==> config.mk <==
export PLATFORM = sky130hd
export DESIGN_NAME = pipe_stage_flat
export DESIGN_NICKNAME = d
export VERILOG_FILES = /design/src/rtl/pipe_pkg.sv /design/src/rtl/pipe_stage_if.sv /design/src/rtl/pipe_skid.sv /design/src/rtl/pipe_stage.sv /design/src/flat_wrapper.sv
export SDC_FILE = /design/constraint.sdc
export NUM_CORES = 1
export LEC_CHECK = 0
export CORE_ASPECT_RATIO = 0.7
export CORE_MARGIN = 2
export CORE_UTILIZATION = 30
export CTS_BUF_LIST = sky130_fd_sc_hd__clkbuf_4 sky130_fd_sc_hd__clkbuf_8
export CTS_CLUSTER_SIZE = 10
export DETAILED_ROUTE_END_ITERATION = 10
export HOLD_SLACK_MARGIN = 0.06
export SKIP_LAST_GASP = 1
export SLEW_MARGIN = 20
export SYNTH_ARGS = -nofsm -noshare
export SYNTH_HDL_FRONTEND = slang
export SYNTH_HIERARCHICAL = 1
export SYNTH_SLANG_ARGS = --single-unit
==> constraint.sdc <==
create_clock -name clk -period 3.95 [get_ports clk]
set_input_delay 0.9875 -clock clk [delete_from_list [all_inputs] [get_ports clk]]
set_output_delay 0.9875 -clock clk [all_outputs]
set_load 0.02 [all_outputs]
==> src/rtl/pipe_pkg.sv <==
// Shared definitions for the pipeline stage.
// Includes the control-bundle layout, the bubble encoding and the load-operation type.
package pipe_pkg;

  // Default width of the control bundle carried alongside each instruction.
  localparam int PIPE_CTRL_W = 32;

  // Control-bundle field offsets, shared by every stage that decodes the bundle.
  localparam int CTRL_ALU_OP_LSB = 0;
  localparam int CTRL_ALU_OP_W   = 8;
  localparam int CTRL_MEM_LSB    = 8;
  localparam int CTRL_MEM_W      = 4;
  localparam int CTRL_WB_LSB     = 12;
  localparam int CTRL_WB_W       = 5;
  localparam int CTRL_BR_LSB     = 17;
  localparam int CTRL_BR_W       = 3;

  // Bubble encoding: an empty slot has these valid and halt values, and a zero control bundle.
  localparam logic BUBBLE_VALID = 1'b0;
  localparam logic BUBBLE_HALT  = 1'b0;

  // Action taken by the stage register on a clock edge.
  typedef enum logic [1:0] {
    LD_HOLD   = 2'd0,
    LD_BUBBLE = 2'd1,
    LD_PASS   = 2'd2
  } ld_op_t;

  // A halt enters the stage only when it is real and no earlier halt has passed.
  function automatic logic halt_enters(input logic valid, input logic halt,
                                       input logic already_halted);
    return valid & halt & ~already_halted;
  endfunction

endpackage

==> src/rtl/pipe_stage_if.sv <==
// Upstream/downstream bundle of the pipeline stage.
// The master modport is the upstream producer. The slave modport is the stage itself.
interface pipe_stage_if
  import pipe_pkg::*;
#(
  parameter int DATA_WIDTH = 16,
  parameter int DATA_WORDS = 6,
  parameter int CTRL_WIDTH = PIPE_CTRL_W
);
  logic                             in_valid;
  logic                             in_ready;
  logic [DATA_WORDS*DATA_WIDTH-1:0] in_data;
  logic [CTRL_WIDTH-1:0]            in_ctrl;
  logic                             in_halt;

  logic                             out_valid;
  logic [DATA_WORDS*DATA_WIDTH-1:0] out_data;
  logic [CTRL_WIDTH-1:0]            out_ctrl;
  logic                             out_halt;

  modport master (
    output in_valid, in_data, in_ctrl, in_halt,
    input  in_ready,
    input  out_valid, out_data, out_ctrl, out_halt
  );

  modport slave (
    input  in_valid, in_data, in_ctrl, in_halt,
    output in_ready,
    output out_valid, out_data, out_ctrl, out_halt
  );
endinterface

==> src/rtl/pipe_skid.sv <==
// One-entry skid buffer for pipe_stage.
// This module exists only when PIPE_STAGE_SKID_EN is defined.
// The skid captures an input that arrives during a stall. It then supplies that entry to the stage
// on the first edge after the stall ends. in_ready comes from a register, so it has no
// combinational path from stall.
`ifdef PIPE_STAGE_SKID_EN
module pipe_skid #(
  parameter int PAYLOAD_WIDTH = 96,
  parameter int CTRL_WIDTH    = 32
) (
  input  logic                     clk,
  input  logic                     rst,
  input  logic                     stall,
  input  logic                     in_valid,
  input  logic [PAYLOAD_WIDTH-1:0] in_data,
  input  logic [CTRL_WIDTH-1:0]    in_ctrl,
  input  logic                     in_halt,
  output logic                     in_ready,
  output logic                     src_valid,
  output logic [PAYLOAD_WIDTH-1:0] src_data,
  output logic [CTRL_WIDTH-1:0]    src_ctrl,
  output logic                     src_halt
);

  logic                     full;
  logic [PAYLOAD_WIDTH-1:0] skid_data;
  logic [CTRL_WIDTH-1:0]    skid_ctrl;
  logic                     skid_halt;
  logic                     capture;

  assign capture  = stall & ~full & in_valid;
  assign in_ready = ~full;

  // The stage loads from the skid whenever it holds an entry. Otherwise it loads the live input.
  assign src_valid = full | in_valid;
  assign src_data  = full ? skid_data : in_data;
  assign src_ctrl  = full ? skid_ctrl : in_ctrl;
  assign src_halt  = full ? skid_halt : in_halt;

  // Occupancy: set by a capture during a stall. Cleared by any non-stalled edge, because that edge
  // either loads the entry or flushes it.
  always_ff @(posedge clk) begin
    if (rst) begin
      full <= 1'b0;
    end else if (stall) begin
      if (capture) full <= 1'b1;
    end else begin
      full <= 1'b0;
    end
  end

  // Entry storage. The occupancy flag guards it, so it needs no reset.
  always_ff @(posedge clk) begin
    if (capture) begin
      skid_data <= in_data;
      skid_ctrl <= in_ctrl;
      skid_halt <= in_halt;
    end
  end

endmodule
`endif

==> src/rtl/pipe_stage.sv <==
// Pipeline stage register with stall, flush, a sticky halt and a saturating bubble counter.
// Optional feature: define PIPE_STAGE_SKID_EN to add a one-entry skid buffer (pipe_skid).
// With the skid, in_ready comes from a register rather than being ~stall.
module pipe_stage
  import pipe_pkg::*;
#(
  parameter int DATA_WIDTH = 16,
  parameter int DATA_WORDS = 6,
  parameter int CTRL_WIDTH = PIPE_CTRL_W,
  parameter int CLEAR_DATA = 1,
  parameter int CNT_WIDTH  = 16
) (
  input  logic                 clk,
  input  logic                 rst,
  pipe_stage_if.slave          bus,
  input  logic                 flush,
  input  logic                 stall,
  output logic                 halted,
  output logic [CNT_WIDTH-1:0] bubble_cnt
);

  localparam int PW = DATA_WORDS * DATA_WIDTH;

  // Increments the counter but stops at all-ones instead of wrapping.
  function automatic logic [CNT_WIDTH-1:0] sat_inc(input logic [CNT_WIDTH-1:0] v);
    return (&v) ? v : v + CNT_WIDTH'(1);
  endfunction

  logic                  src_valid;
  logic [PW-1:0]         src_data;
  logic [CTRL_WIDTH-1:0] src_ctrl;
  logic                  src_halt;

  logic                  vld_p1;
  logic [PW-1:0]         data_p1;
  logic [CTRL_WIDTH-1:0] ctrl_p1;
  logic                  halt_p1;

  logic                  vld_nxt;
  logic [PW-1:0]         data_nxt;
  logic [CTRL_WIDTH-1:0] ctrl_nxt;
  logic                  halt_nxt;
  logic                  halted_nxt;
  logic                  bump;
  logic                  take_halt;
  ld_op_t                ld_op;

`ifdef PIPE_STAGE_SKID_EN
  pipe_skid #(
    .PAYLOAD_WIDTH (PW),
    .CTRL_WIDTH    (CTRL_WIDTH)
  ) u_skid (
    .clk       (clk),
    .rst       (rst),
    .stall     (stall),
    .in_valid  (bus.in_valid),
    .in_data   (bus.in_data),
    .in_ctrl   (bus.in_ctrl),
    .in_halt   (bus.in_halt),
    .in_ready  (bus.in_ready),
    .src_valid (src_valid),
    .src_data  (src_data),
    .src_ctrl  (src_ctrl),
    .src_halt  (src_halt)
  );
`else
  assign bus.in_ready = ~stall;
  assign src_valid    = bus.in_valid;
  assign src_data     = bus.in_data;
  assign src_ctrl     = bus.in_ctrl;
  assign src_halt     = bus.in_halt;
`endif

  assign take_halt = halt_enters(src_valid, src_halt, halted);

  // Edge action, in priority order: stall holds the stage, then flush or halted loads a bubble,
  // otherwise the stage loads the source.
  always_comb begin
    ld_op = LD_PASS;
    if (stall) begin
      ld_op = LD_HOLD;
    end else if (flush || halted) begin
      ld_op = LD_BUBBLE;
    end
  end

  // Next register contents for the selected action.
  always_comb begin
    vld_nxt    = vld_p1;
    data_nxt   = data_p1;
    ctrl_nxt   = ctrl_p1;
    halt_nxt   = halt_p1;
    halted_nxt = halted;
    bump       = 1'b0;
    unique case (ld_op)
      LD_BUBBLE: begin
        vld_nxt  = BUBBLE_VALID;
        ctrl_nxt = '0;
        halt_nxt = BUBBLE_HALT;
        if (CLEAR_DATA != 0) data_nxt = '0;
        bump     = 1'b1;
      end
      LD_PASS: begin
        vld_nxt    = src_valid;
        data_nxt   = src_data;
        // The halt is carried only on out_halt; its control bundle is dropped.
        ctrl_nxt   = take_halt ? '0 : src_ctrl;
        halt_nxt   = take_halt;
        halted_nxt = take_halt;
        bump       = ~src_valid;
      end
      default: ;
    endcase
  end

  // ---- stage p1: registered outputs, sticky halt and bubble counter ----
  always_ff @(posedge clk) begin
    if (rst) begin
      vld_p1     <= 1'b0;
      data_p1    <= '0;
      ctrl_p1    <= '0;
      halt_p1    <= 1'b0;
      halted     <= 1'b0;
      bubble_cnt <= '0;
    end else begin
      vld_p1     <= vld_nxt;
      data_p1    <= data_nxt;
      ctrl_p1    <= ctrl_nxt;
      halt_p1    <= halt_nxt;
      halted     <= halted_nxt;
      if (bump) bubble_cnt <= sat_inc(bubble_cnt);
    end
  end

  assign bus.out_valid = vld_p1;
  assign bus.out_data  = data_p1;
  assign bus.out_ctrl  = ctrl_p1;
  assign bus.out_halt  = halt_p1;

endmodule

==> src/flat_wrapper.sv <==
// flat-port wrapper written by rule: the top's interface ports become plain ports
module pipe_stage_flat import pipe_pkg::*;
#(
  parameter int DATA_WIDTH = 16,
  parameter int DATA_WORDS = 6,
  parameter int CTRL_WIDTH = PIPE_CTRL_W,
  parameter int CLEAR_DATA = 1,
  parameter int CNT_WIDTH  = 16
)
  (clk, rst, flush, stall, halted, bubble_cnt, bus_in_valid, bus_in_data, bus_in_ctrl, bus_in_halt, bus_in_ready, bus_out_valid, bus_out_data, bus_out_ctrl, bus_out_halt);
  pipe_stage_if #(.DATA_WIDTH(DATA_WIDTH), .DATA_WORDS(DATA_WORDS), .CTRL_WIDTH(CTRL_WIDTH)) bus_i ();
  input  logic clk;
  input  logic rst;
  input  logic flush;
  input  logic stall;
  output logic halted;
  output logic [CNT_WIDTH-1:0] bubble_cnt;
  input wire logic [$bits(bus_i.in_valid)-1:0] bus_in_valid;
  input wire logic [$bits(bus_i.in_data)-1:0] bus_in_data;
  input wire logic [$bits(bus_i.in_ctrl)-1:0] bus_in_ctrl;
  input wire logic [$bits(bus_i.in_halt)-1:0] bus_in_halt;
  output wire logic [$bits(bus_i.in_ready)-1:0] bus_in_ready;
  output wire logic [$bits(bus_i.out_valid)-1:0] bus_out_valid;
  output wire logic [$bits(bus_i.out_data)-1:0] bus_out_data;
  output wire logic [$bits(bus_i.out_ctrl)-1:0] bus_out_ctrl;
  output wire logic [$bits(bus_i.out_halt)-1:0] bus_out_halt;
  assign bus_i.in_valid = bus_in_valid;
  assign bus_i.in_data = bus_in_data;
  assign bus_i.in_ctrl = bus_in_ctrl;
  assign bus_i.in_halt = bus_in_halt;
  assign bus_in_ready = bus_i.in_ready;
  assign bus_out_valid = bus_i.out_valid;
  assign bus_out_data = bus_i.out_data;
  assign bus_out_ctrl = bus_i.out_ctrl;
  assign bus_out_halt = bus_i.out_halt;
  pipe_stage #(.DATA_WIDTH(DATA_WIDTH), .DATA_WORDS(DATA_WORDS), .CTRL_WIDTH(CTRL_WIDTH), .CLEAR_DATA(CLEAR_DATA), .CNT_WIDTH(CNT_WIDTH)) u_core (.clk(clk), .rst(rst), .bus(bus_i), .flush(flush), .stall(stall), .halted(halted), .bubble_cnt(bubble_cnt));
endmodule
==> results.json <==
{
  "status": "complete, no violations",
  "synth-seq-cells": 147,
  "met2_usage_pct": 28.4,
  "num_vias": 5055,
  "cp_data_required_time_ns": 2.96,
  "setup_viol": 0,
  "p_leak_nw": 3.14,
  "cts_buffers": 17,
  "grt_most_used_layer": "met2",
  "arrival_ns": 1.80,
  "drt.antenna.violating_nets": 0,
  "endpoint_kind": "output pin",
  "grtUsageMet1_pct": 21.6,
  "cts_sinks": 147,
  "drive_above_1_share_pct": 6.30,
  "rr_worst_depth": 5,
  "switching_share_pct": 25.1,
  "port_buffers": 281,
  "die-area_um2": 18400,
  "cts_resized": 0,
  "ys_types": 42,
  "grt_max_degree": 93,
  "path_max_fanout": 3,
  "p_int_mw": 2.45,
  "io-pin-count": 282,
  "firstDrtPassIters": 5,
  "viasPerCell": 4.86,
  "root_buffer": "clkbuf_8",
  "placed_cell_area_um2": 8180,
  "critPathKind": "input pin to output pin",
  "maxCapViolCount": 0,
  "diodes": 0,
  "core_area_um2": 17000,
  "power_frac_clock_pct": 38.0,
  "comb_power_share_pct": 14.2,
  "cts_hold_buffers": 0,
  "synth_area_leaders": "dfxtp_1 (57%), a22oi_1 (19%), nor2_1 (9.8%)",
  "period_needed_ns": 2.79,
  "clock_tree.htree_level_count": 4,
  "fin_crit_sh_pct": 70.6,
  "nets": 932,
  "synthesis.nets": 673,
  "wire_per_inst_um": 16.0,
  "yosys_warnings": 6,
  "whs_path_depth": 1,
  "grt_remaining_overflow": 0,
  "pwr-share-seq_pct": 47.7,
  "final_area_um2": 8600,
  "start_util_pct": 30.5,
  "p_switching_mw": 0.821,
  "max-slew-margin-rel_pct": 38.7,
  "routed_wl_um": 16600,
  "maxSlewViolCount": 0,
  "hpwl_um": 11400,
  "fmax_mhz": 359,
  "powerDensity_nw_per_um2": 380,
  "drc": 0,
  "insertion_delay_ns": 0.44,
  "rsz0062_at_grt": "false",
  "post-synth-top-area-cell": "dfxtp_1",
  "clk_pin_slew_ns": 0.08,
  "worst_hold_path_type": "register to register",
  "ir_drop_mv": 0.190,
  "grt_antenna_before_repair": 0,
  "synth_top_area_share_pct": 56.8,
  "start_kind": "input pin",
  "hold_violations": 0,
  "area_delta_synth_final_pct": 65.9,
  "grt_pass1_wl_um": 26000,
  "tightest_slew_ns": 0.919,
  "fin_tns_setup_ns": 0,
  "nFillCells": 1530,
  "grt_pass1_vias": 4952,
  "num_rows": 40,
  "gp_congestion": 0.793,
  "drtIter0Drc": 370,
  "cts_buffer_depth": 2,
  "fp.dieW_um": 161,
  "grtUsageTotal_pct": 17.9,
  "ys_seq_area_share_pct": 56.8,
  "post_cts_buffers": 0,
  "syn_area_um2": 5180,
  "clock_skew_ns": 0.0140,
  "synthCells": 538,
  "avgSynthCellArea_um2": 9.64,
  "cts_tree": "built",
  "die_h_um": 114,
  "grt_use_met3_pct": 7.42
}
[power by group through the flow]
stage          sequential (mW)  combinational [mW]  clock, mW
2_1_floorplan             1.66               0.131          0
3_3_place_gp              1.59               0.461          0
3_5_place_dp              1.60               0.467          0
4_1_cts                   1.56               0.469       1.29
5_1_grt                   1.57               0.500       1.35
6_report                  1.56               0.466       1.24
[per-layer routing]
metal | vias up | share of wire, %
li1 | 2459 | -
met1 | 2380 | 42
met2 | 192 | 47
met3 | 24 | 9.0
met4 | 0 | 2.3
met5 | - | 0
[worst max-delay path, cell delays in order]
cell             delay [ns]
buf_4                  0.12
inv_1                  0.08
clkdlybuf4s50_1        0.61
[stage by stage]
step	hold WS [ns]	instances	power, mW	setup WS [ns]	utilization (%)
floorplan	0.578	538	1.79	1.43	-
global placement	0.485	1009	2.05	1.00	48.1
detailed placement	0.491	1009	2.06	1.01	48.1
CTS	0.509	1041	3.32	1.16	50.6
global route	0.520	1041	3.42	1.13	50.6
finish	0.505	1041	3.27	1.16	50.6
[layout make-up]
cell class / count / area [µm²] / share of cell area [%]
well taps: 231 / 289 / 3.36
clock inverters: 11 / 153 / 1.77
repair buffers: 287 / 2880 / 33.4
multi-input cells: 341 / 2060 / 23.9
inverters: 3 / 11.3 / 0.131
flip-flops and latches: 147 / 2940 / 34.2
clock buffers: 21 / 270 / 3.14
[kinds of logic (layout without fill, tap and decap cells)]
| family | after synthesis | count (layout) | share of synthesized area (%) |
|---|---|---|---|
| AO/OA/AOI/OAI | 157 | 157 | 22.2 |
| buffers and inverters | 50 | 322 | 3.89 |
| multiplexers | 4 | 4 | 0.869 |
| AND/OR/NAND/NOR | 179 | 179 | 16.0 |
| flip-flops | 147 | 147 | 56.8 |
| adder cells (fa/ha/maj) | 1 | 1 | 0.241 |
[sequential cells by signal (all words and copies together), names as in the netlist]
register and count:
u_core/halted 1, u_core/bubble_cnt 16, u_core/bus.out_halt 1, u_core/bus.out_ctrl 32, u_core/bus.out_data 96, u_core/bus.out_valid 1
[cells in the mapped netlist (all sizes together)]
cell type  instances
a21oi             10
nor2b              6
nor4b              1
or3                3
nor4               3
buf               13
or2                1
o41ai              1
nor2             135
a311oi             2
and2               1
nand4              3
o31ai              3
dfxtp            147
nor3b              2
a31oi              4
or3b               1
or4                4
o211ai             1
and4b              1
clkbuf            34
nand4b             1
nand2              2
a22oi            128
mux2               4
inv                3
nand3              6
o21ai              5
and4               2
a32oi              1
ha                 1
o211a              1
and3               2
nor3               5
a2111oi            1
[layout by cell type (no fill, tap or decap), types with 3 or more instances in the layout]
master	n
o21ai_0	5
or4_1	3
mux2_2	4
a21oi_1	10
a22oi_1	128
clkbuf_8	18
nor2_1	135
a31oi_1	4
bufinv_16	3
nor3_1	4
clkbuf_4	3
or3_1	3
clkinvlp_4	3
buf_4	6
nor2b_1	6
clkdlybuf4s50_1	279
o31ai_1	3
nand3_1	6
inv_1	3
dfxtp_1	147
[final timing paths]
kind / slack (ns) / from / endpoint
max: 1.16 / stall / bus_in_ready
min: 0.50 / u_core/bus.out_valid$_SDFFE_PP0P_ / u_core/bus.out_valid$_SDFFE_PP0P_
max reg2reg: 1.81 / u_core/bubble_cnt[0]$_SDFFE_PP0P_ / u_core/bubble_cnt[6]$_SDFFE_PP0P_
min reg2reg: 0.50 / u_core/bus.out_valid$_SDFFE_PP0P_ / u_core/bus.out_valid$_SDFFE_PP0P_
Power figures use the tool's default switching activity.
